## src/rtl/nvdla_cmac_wt_seq.sv

```systemverilog
// ---------------------------------------------------------------------------
// nvdla_cmac_wt_seq
//
// Sequencer for the CMAC two-bank (ping-pong) weight shadow storage.
// Weight atoms from CSC fill one bank (the fill bank) while the MAC cells
// compute out of the other.
//
// At every data stripe start the compute bank swaps to the next full bank.
// At that point the previously active bank is released for refilling.
//
// After the layer-end atom the block waits out the MAC pipeline latency.
// It then pulses done back to the CMAC register file.
//
// Optional build macro:
//   NVDLA_CMAC_SEQ_PERF_EN - adds seq2reg_stall_cnt. This is a saturating
//                            count of RUN cycles with an active bank but no
//                            data atom offered.
//
// Ports:
//   nvdla_core_clk / nvdla_core_rstn : clock, asynchronous active-low reset
//   reg2seq_op_en, reg2seq_stripe_num: layer start pulse, stripes-1
//   sc2mac_wt_pvld / sc2mac_wt_sel   : weight atom valid, per-cell select
//   sc2mac_dat_pvld / sc2mac_dat_pd  : data atom valid, payload
//                                      [6]=stripe_st [7]=stripe_end
//                                      [8]=layer_end
//   wt_wr_bank, wt_wr_en             : fill bank pointer, per-cell write enable
//   mac_rd_bank                      : bank the MAC cells compute from
//   dat_go, dat_go_pd                : registered accepted data atom
//   seq2reg_busy/done/err            : status to the register file
//   stripe_cnt                       : stripes started in current layer
// ---------------------------------------------------------------------------
module nvdla_cmac_wt_seq #(
    parameter int CMAC_ATOMK_HALF = 8,
    parameter int MAC_LAT         = 7,
    parameter int STRIPE_W        = 14
) (
    input  logic                       nvdla_core_clk,
    input  logic                       nvdla_core_rstn,
    input  logic                       reg2seq_op_en,
    input  logic [STRIPE_W-1:0]        reg2seq_stripe_num,
    input  logic                       sc2mac_wt_pvld,
    input  logic [CMAC_ATOMK_HALF-1:0] sc2mac_wt_sel,
    input  logic                       sc2mac_dat_pvld,
    input  logic [8:0]                 sc2mac_dat_pd,
    output logic                       wt_wr_bank,
    output logic [CMAC_ATOMK_HALF-1:0] wt_wr_en,
    output logic                       mac_rd_bank,
    output logic                       dat_go,
    output logic [8:0]                 dat_go_pd,
    output logic                       seq2reg_busy,
    output logic                       seq2reg_done,
    output logic [3:0]                 seq2reg_err,
    output logic [STRIPE_W-1:0]        stripe_cnt
`ifdef NVDLA_CMAC_SEQ_PERF_EN
    ,
    output logic [31:0]                seq2reg_stall_cnt
`endif
);

    localparam int DW = (MAC_LAT > 1) ? $clog2(MAC_LAT) : 1;

    typedef enum logic [1:0] {
        ST_IDLE,
        ST_RUN,
        ST_DRAIN
    } state_t;

    state_t                     state_reg;
    logic [1:0]                 bank_full_reg;
    logic [1:0]                 bank_full_next;
    logic [CMAC_ATOMK_HALF-1:0] wt_acc_reg  [2];
    logic [CMAC_ATOMK_HALF-1:0] wt_acc_next [2];
    logic                       fill_ptr_reg;
    logic                       cons_ptr_reg;
    logic                       act_vld_reg;
    logic [DW-1:0]              drain_cnt_reg;

    logic                       active;
    logic                       wt_fire;
    logic                       wt_ovf;
    logic [CMAC_ATOMK_HALF-1:0] acc_new;
    logic                       fill_done;
    logic                       is_run;
    logic                       dat_ok;
    logic                       dat_acc;
    logic                       dat_unf;
    logic                       stripe_inc;
    logic                       layer_end;
    logic [STRIPE_W-1:0]        cnt_post;
    logic [STRIPE_W-1:0]        stripe_exp;
    logic                       drain_end;
    logic                       bank_clr;

    // Weight writes are judged on the registered bank_full.
    // As a result, a write that lands in a bank-release cycle still sees
    // the pre-release state.
    assign active    = (state_reg != ST_IDLE);
    assign wt_fire   = active && sc2mac_wt_pvld && !bank_full_reg[fill_ptr_reg];
    assign wt_ovf    = active && sc2mac_wt_pvld &&  bank_full_reg[fill_ptr_reg];
    assign acc_new   = wt_acc_reg[fill_ptr_reg] | sc2mac_wt_sel;
    assign fill_done = wt_fire && (&acc_new);

    // A stripe start needs the next bank to be full.
    // Any other atom needs a bank already active.
    assign is_run     = (state_reg == ST_RUN);
    assign dat_ok     = sc2mac_dat_pd[6] ? bank_full_reg[cons_ptr_reg] : act_vld_reg;
    assign dat_acc    = is_run && sc2mac_dat_pvld &&  dat_ok;
    assign dat_unf    = is_run && sc2mac_dat_pvld && !dat_ok;
    assign stripe_inc = dat_acc && sc2mac_dat_pd[6];
    assign layer_end  = sc2mac_dat_pd[8];
    assign cnt_post   = stripe_cnt + {{(STRIPE_W-1){1'b0}}, stripe_inc};
    assign stripe_exp = reg2seq_stripe_num + 1'b1;

    // The compute bank is released either by the next stripe start
    // or by the end of the drain.
    assign drain_end = (state_reg == ST_DRAIN) && (drain_cnt_reg == '0);
    assign bank_clr  = (stripe_inc && act_vld_reg) || drain_end;

    // Release and fill-complete always target different banks.
    // The released bank is full, and a fill only happens into an empty bank.
    genvar gi;
    generate
        for (gi = 0; gi < 2; gi++) begin : g_bank
            assign bank_full_next[gi] =
                (fill_done && (fill_ptr_reg == 1'(gi))) ? 1'b1 :
                (bank_clr  && (mac_rd_bank  == 1'(gi))) ? 1'b0 :
                bank_full_reg[gi];
            assign wt_acc_next[gi] =
                (wt_fire && (fill_ptr_reg == 1'(gi))) ?
                    (fill_done ? '0 : acc_new) : wt_acc_reg[gi];
        end
        for (gi = 0; gi < CMAC_ATOMK_HALF; gi++) begin : g_wen
            assign wt_wr_en[gi] = wt_fire & sc2mac_wt_sel[gi];
        end
    endgenerate

    assign wt_wr_bank   = fill_ptr_reg;
    assign seq2reg_busy = active;

    always_ff @(posedge nvdla_core_clk or negedge nvdla_core_rstn) begin
        if (!nvdla_core_rstn) begin
            state_reg     <= ST_IDLE;
            bank_full_reg <= 2'b00;
            wt_acc_reg[0] <= '0;
            wt_acc_reg[1] <= '0;
            fill_ptr_reg  <= 1'b0;
            cons_ptr_reg  <= 1'b0;
            act_vld_reg   <= 1'b0;
            drain_cnt_reg <= '0;
            mac_rd_bank   <= 1'b0;
            dat_go        <= 1'b0;
            dat_go_pd     <= '0;
            seq2reg_done  <= 1'b0;
            seq2reg_err   <= '0;
            stripe_cnt    <= '0;
        end else begin
            dat_go       <= 1'b0;
            seq2reg_done <= 1'b0;
            if (state_reg == ST_IDLE) begin
                if (reg2seq_op_en) begin
                    state_reg     <= ST_RUN;
                    stripe_cnt    <= '0;
                    seq2reg_err   <= '0;
                    bank_full_reg <= 2'b00;
                    wt_acc_reg[0] <= '0;
                    wt_acc_reg[1] <= '0;
                    fill_ptr_reg  <= 1'b0;
                    cons_ptr_reg  <= 1'b0;
                    act_vld_reg   <= 1'b0;
                end
            end else begin
                bank_full_reg <= bank_full_next;
                wt_acc_reg    <= wt_acc_next;
                if (fill_done) begin
                    fill_ptr_reg <= ~fill_ptr_reg;
                end
                if (wt_ovf) begin
                    seq2reg_err[0] <= 1'b1;
                end
                if (reg2seq_op_en) begin
                    seq2reg_err[3] <= 1'b1;
                end
                if (state_reg == ST_RUN) begin
                    if (dat_unf) begin
                        seq2reg_err[1] <= 1'b1;
                    end
                    if (dat_acc) begin
                        dat_go    <= 1'b1;
                        dat_go_pd <= sc2mac_dat_pd;
                        if (stripe_inc) begin
                            mac_rd_bank  <= cons_ptr_reg;
                            cons_ptr_reg <= ~cons_ptr_reg;
                            act_vld_reg  <= 1'b1;
                            stripe_cnt   <= cnt_post;
                        end
                        if (layer_end) begin
                            if (cnt_post != stripe_exp) begin
                                seq2reg_err[2] <= 1'b1;
                            end
                            state_reg     <= ST_DRAIN;
                            drain_cnt_reg <= DW'(MAC_LAT - 1);
                        end
                    end
                end else begin
                    // DRAIN: let the last atom's result leave the array.
                    if (drain_end) begin
                        seq2reg_done <= 1'b1;
                        act_vld_reg  <= 1'b0;
                        state_reg    <= ST_IDLE;
                    end else begin
                        drain_cnt_reg <= drain_cnt_reg - 1'b1;
                    end
                end
            end
        end
    end

`ifdef NVDLA_CMAC_SEQ_PERF_EN
    logic [31:0] stall_cnt_reg;

    always_ff @(posedge nvdla_core_clk or negedge nvdla_core_rstn) begin
        if (!nvdla_core_rstn) begin
            stall_cnt_reg <= '0;
        end else if ((state_reg == ST_IDLE) && reg2seq_op_en) begin
            stall_cnt_reg <= '0;
        end else if (is_run && !sc2mac_dat_pvld && act_vld_reg &&
                     (stall_cnt_reg != 32'hFFFF_FFFF)) begin
            stall_cnt_reg <= stall_cnt_reg + 32'd1;
        end
    end

    assign seq2reg_stall_cnt = stall_cnt_reg;
`endif

endmodule

```

## config.mk

```make
export PLATFORM = sky130hd
export DESIGN_NAME = nvdla_cmac_wt_seq
export DESIGN_NICKNAME = d
export VERILOG_FILES = /design/src/rtl/nvdla_cmac_wt_seq.sv
export SDC_FILE = /design/constraint.sdc
export NUM_CORES = 1
export LEC_CHECK = 0
export ABC_AREA = 1
export BUFFER_PORTS_ARGS = -buffer_cell sky130_fd_sc_hd__buf_4
export CAP_MARGIN = 30
export CORE_ASPECT_RATIO = 1.2
export CORE_MARGIN = 2
export CORE_UTILIZATION = 35
export DETAILED_ROUTE_END_ITERATION = 12
export HOLD_SLACK_MARGIN = 0.03
export REMOVE_ABC_BUFFERS = 1
export SKIP_LAST_GASP = 1
export SYNTH_ARGS = -nofsm -noshare
export SYNTH_HDL_FRONTEND = slang
export SYNTH_SLANG_ARGS = --single-unit
```

## constraint.sdc

```tcl
create_clock -name nvdla_core_clk -period 8.4 [get_ports nvdla_core_clk]
set_clock_uncertainty 0.15 [all_clocks]
set_input_delay 0.42 -clock nvdla_core_clk [delete_from_list [all_inputs] [get_ports nvdla_core_clk]]
set_output_delay 0.42 -clock nvdla_core_clk [all_outputs]
set_load 0.02 [all_outputs]
```

# --- After elaboration in Yosys (flattened, before gate mapping) ---
# Cells that the tools add are included.
totals:
  reg_bits: 56
  output_inout_bits: 40
classes:
  addsub: 3
  n_lt_le_gt_ge: 3
  eq_ne: 10
  n_mux: 61
  bitwise_logic: 14
  reduce_logical: 50
op_table:
  columns: ["cell", "n"]
  rows:
  - ["2-to-1 mux 14 bit", 5]
  - ["2-to-1 mux 8 bit", 6]
  - ["2-to-1 mux 1 bit", 33]
  - ["2-to-1 mux 16 bit", 2]
  - ["nonzero test 2 bit", 11]
  - ["AND reduction 4 bit", 5]
  - ["2-to-1 mux 2 bit", 9]
  - ["logical AND 1 bit", 16]
  - ["adder 14 x 1 -> 14 bit", 1]
  - ["adder 14 x 1 -> 14 bit (second input constant)", 1]
  - ["inequality test 14 bit", 1]
  - ["2-to-1 mux 3 bit", 4]
  - ["AND reduction 2 bit", 6]
  - ["nonzero test 3 bit", 3]
  - ["AND 1 bit", 8]
  - ["2-to-1 mux 4 bit", 2]
  - ["OR 8 bit", 1]
  - ["AND reduction 8 bit", 1]
  - ["inequality test 2 bit (second input constant)", 3]
  - ["inequality test 3 x 1 -> 1 bit (second input constant)", 2]
  - ["AND reduction 3 bit", 2]
  - ["AND reduction 5 bit", 1]
  - ["< comparator 1 x 2 -> 1 bit (second input constant)", 2]
  - ["NOT 1 bit", 4]
  - ["11 further kinds", 12]

# --- Logic depth before layout (Yosys ltp) ---
logic_depth:
  word_depth: 12
  mapped_depth: 23
  mapped_depth_nobuf: 23

# --- Worst setup path after synthesis ---
# OpenSTA, ideal clock, no wires.
synth_path:
  kind: "register to register"
  start: "register state_reg[1]"
  end: "register seq2reg_err[2]"
  arrival_time_ps: 2412
  required_ps: 8133
  setup_slack_ps: 5721
  path_stages_with_launch: 23
  n_path_buf: 0
  synth_period_minus_slack_ps: 2679
  cell_sequence: "dfrtp_1 > nor2_2 > inv_2 > nor2_2 > o211ai_2 > inv_2 > nand2_4 > inv_2 > ha_1 > ha_1 > nand2_1 > nor2_2 > inv_1 > nand2_1 > nand2_1 > nand2_1 > nand3_1 > nor2_1 > nand2_1 > nor2_1 > nand3_1 > nand2_1 > nand2_1"
synth_via:
  elab_chain_cells: 8
  word_cells_on_any_way: 14
  classes_between: "add/sub: 1; eq/ne: 3; mux: 1; reduce/logical: 9"
synth_rtl:
  columns: ["element", "line_no", "source"]
  rows:
  - ["start, declared", "68", "state_t state_reg;"]
  - ["start signal, assigned", "142", "state_reg <= ST_IDLE;"]
  - ["start signal, assigned", "161", "state_reg <= ST_RUN;"]
  - ["start signal, assigned", "200", "state_reg <= ST_DRAIN;"]
  - ["equality test 2 x 1 -> 1 bit", "105, 183", null]
  - ["logical AND 1 bit (2 in a row)", "107", "assign dat_acc = is_run && sc2mac_dat_pvld && dat_ok;"]
  - ["logical AND 1 bit", "109", "assign stripe_inc = dat_acc && sc2mac_dat_pd[6];"]
  - ["adder 14 x 1 -> 14 bit", "111", "assign cnt_post = stripe_cnt + {{(STRIPE_W-1){1'b0}}, stripe_inc};"]
  - ["inequality test 14 bit", "197", "if (cnt_post != stripe_exp) begin"]
  - ["nonzero test 2 bit (no line)", null, null]
  - ["AND reduction 5 bit (no line)", null, null]
  - ["end signal, assigned", "154", "seq2reg_err <= '0;"]
  - ["end signal, assigned", "163", "seq2reg_err <= '0;"]
  - ["end signal, assigned", "198", "seq2reg_err[2] <= 1'b1;"]
  - ["end, declared", "52", "output logic [3:0] seq2reg_err,"]
# Parallel ways exist; a longest one is shown, timed or not.
# A chain may end at the register's enable or synchronous reset.

# --- Worst setup path in the final report ---
layout_path:
  start: "register state_reg[0]"
  end: "register seq2reg_err[2]"
# The elaborated chain is that of the path after synthesis.

==> summary.md <==
| Metric | Value |
|---|---|
| Detail-routed via count per cell | between 4 and 5 |
| Critical Path RT | 8.43 ns |
| CTS Hold Bufs | 0 |
| Die X | slightly below 100 um |
| P_sw | 0.613 mW |
| Worst Max-Slew Pin Slew | approximately 0.72 ns |
| PD cells | 312 nW/um2 |
| Core Box Area | 9960 um2 |
| Final HPWL DP | 7420 um |
| Library cells used by synthesis | 34 |
| Initial Util | 35.8% |
| Seq pwr share | 36.9% |
| Setup Crit Path Kind | reg -> reg |
| Power Internal | roughly 0.75 mW |
| Antenna-violating nets left | 0 |
| Syn Area/Cell | about 6.8 um2 |
| Worst EP arrival | 3.40 ns |
| Post-synthesis sequential element count | 56 |
| VDD IR max | ~0.00016 V |
| Hold Crit Class | in -> async |
| Fin util | between 40 and 50% |
| Clock buffer depth | 2 |
| Period utilization | 40.2% |
| Nets | 643 |
| Largest net degree at the start of global routing | 57 |
| Commonest non-fill, non-tap cell in the layout | nand2_1 |
| Area Growth Syn to Fin | 23.1% |
| Finished Cell Area | 4380 um2 |
| Fill cells | 1,031 |
| Leakage power | roughly 2.4 nW |
| Drc violations | 0 |
| Layout cells sized above 1 | 19.3% |
| Post-CTS Resized | 0 |
| Max-cap violations | 0 |
| DRT Wirelength | between 9000 and 10,000 um |
| Via count of the first global-routing pass | 3,478 |
| Largest register FFs | 16 |
| N_diodes | 0 |
| Final setup viols | 0 |
| GRT Resource Usage Total | between 10% and 20% |
| Initial DRC count | 137 |
| Drt pass-1 iters | 5 |
| Critical Path Fanout Max | 17 |
| Outcome | finished, final reports clean |
| Routability Congestion | a little under 0.9 |
| Worst setup margin | 5.02 ns |
| Placed cell area | 4250 um2 |
| Row count | 40 |
| Sum Neg Setup Slack | 0 ns |
| EDFF count, synth | 0 |
| Cell count after synthesis | 525 |
| Warnings from Yosys | 0 |
| Crit. End Element | flip-flop |
| Post-CTS setup buffers | 0 |
| I/O Buffers | 75 |
| Asr flop ratio synth | 100% |
| Max-slew violation total from the final report | 0 |
| Clock Latency Late Sink | ~0.29 ns |
| Post-synth top flop | dfrtp_1 |
| Vias | 3,475 |
| Hold Vio Cnt, Final | 0 |
| Ports | between 70 and 80 |
| WL/cell | 13.2 um |
| Clock root cell | clkbuf_16 |
| Setup WS pre-CTS | 5.04 ns |
| CP Launch Type | flip-flop |
| Initial antenna violation count | 0 |
| Die Y | 114 um |
| Clk pwr share | 14.9% |
| Register area | roughly 1400 um2 |
| Area of the mapped netlist | 3560 um2 |
| Highest Clock Rate | 0.296 GHz |
| Slew margin rel. | 52.0% |
| Post-synthesis sequential area ratio | between 30% and 40% |
| Cts bufs inserted | 5 |
| Remaining Overflow, GRT | 0 |
| Switching share of total power | roughly 45% |
| TritonCTS clock tree | built |
| H-Tree Depth | 2 |
| Clock sink count | 56 |
| First-pass GRT wire length | roughly 16,000 um |
| Footprint of the multi-input gates | between 1500 and 2000 um2 |
| Commonest cells after routing, fill and taps aside | 182 x nand2_1, 76 x buf_4, 75 x inv_1, 56 x dfrtp_1, 54 x nor2_1 |
| RSZ-0062 raised after global routing | no |
| Clk slew on worst S/H paths | 0.07 ns |
| Die area | around 11,000 um2 |
| Min Tclk post-route | 3.38 ns |
| Comb pwr share | 48.2% |
[per-stage QoR]
stage	hold slack (ns)	power, mW	std cells
finish	0.0371	1.37	727
global route	0.112	1.47	727
CTS	0.0715	1.38	727
global placement	0.311	1.16	720
floorplan	-0.0256	0.910	518
detailed placement	0.312	1.17	720
[worst max-delay path, cell delays in order, from the launching register on]
cell      delay [ns]
dfrtp_1         0.41
inv_2           0.07
nor2_2          0.13
inv_2           0.06
nor2_2          0.12
o211ai_2        0.24
inv_2           0.23
nand2_4         0.17
inv_2           0.16
ha_1            0.17
ha_1            0.17
nand2_1         0.13
nor2_2          0.26
nand4_1         0.15
nand2_1         0.14
inv_1           0.05
nand2_1         0.06
nand2_1         0.05
nor2_1          0.14
nand3_1         0.10
nand2_1         0.06
nand2_1         0.05
[routing by layer]
layer / vias to the layer above / GRT usage (%) / wire, um
li1: 1797 / - / -
met3: 10 / 2.50 / 437
met1: 1585 / 21.1 / 4070
met2: 83 / 34.0 / 4960
met5: - / 0 / 0
met4: 0 / 5.52 / 136
[power by group through the flow]
stage	Clock (mW)	Sequential, mW	Combinational (mW)
final	0.203	0.505	0.659
after global routing	0.219	0.520	0.735
after CTS	0.207	0.506	0.665
after detailed placement	0	0.509	0.662
after global placement	0	0.509	0.647
after floorplan	0	0.551	0.359
[cell type report]
cell class / instances / share of cell area (%)
clock buffer: 5 / 2.85
clock inverter: 2 / 0.285
inverter: 84 / 7.19
multi-input combinational: 378 / 41.1
sequential: 56 / 32.0
tap: 126 / 3.60
timing repair buffer: 76 / 13.0
[Yosys cell counts (all sizes together), types with 2 or more instances]
library cell / n / share of area, %
a211oi: 2 / 0.42
nor3: 4 / 0.70
buf: 6 / 1.1
ha: 6 / 2.1
nand4: 10 / 1.8
a21oi: 8 / 1.1
xnor2: 2 / 0.49
nand2: 185 / 20
nor2: 69 / 8.5
o31ai: 3 / 1.0
inv: 83 / 8.7
o21ai: 30 / 4.3
o22ai: 10 / 1.8
dfrtp: 56 / 39
nand3: 39 / 5.6
xor2: 5 / 1.2
[logic make-up after synthesis]
logic type	share of synthesized area (%)
AOI/OAI and AO/OA	9.84
DFF	39.4
and+or+nand+nor	36.9
buffers and inverters	10.0
xor gates and xnor gates	1.72
adders and majority gates	2.11
[worst paths after layout]
| check | startpoint | end | slack (ns) | cells past startpoint |
|---|---|---|---|---|
| max in group asynchronous | nvdla_core_rstn | stripe_cnt[1] | 7.59 | 1 |
| min | nvdla_core_rstn | seq2reg_err[3] | 0.04 | 1 |
| max | state_reg[0] | seq2reg_err[2] | 5.02 | 21 |
| min in group nvdla_core_clk | sc2mac_dat_pd[4] | dat_go_pd[4] | 0.18 | 3 |
| max reg2reg | state_reg[0] | seq2reg_err[2] | 5.02 | 21 |
| min reg2reg | drain_cnt_reg[0] | drain_cnt_reg[0] | 0.32 | 1 |
No activity file was read; power rests on OpenSTA's default activity.
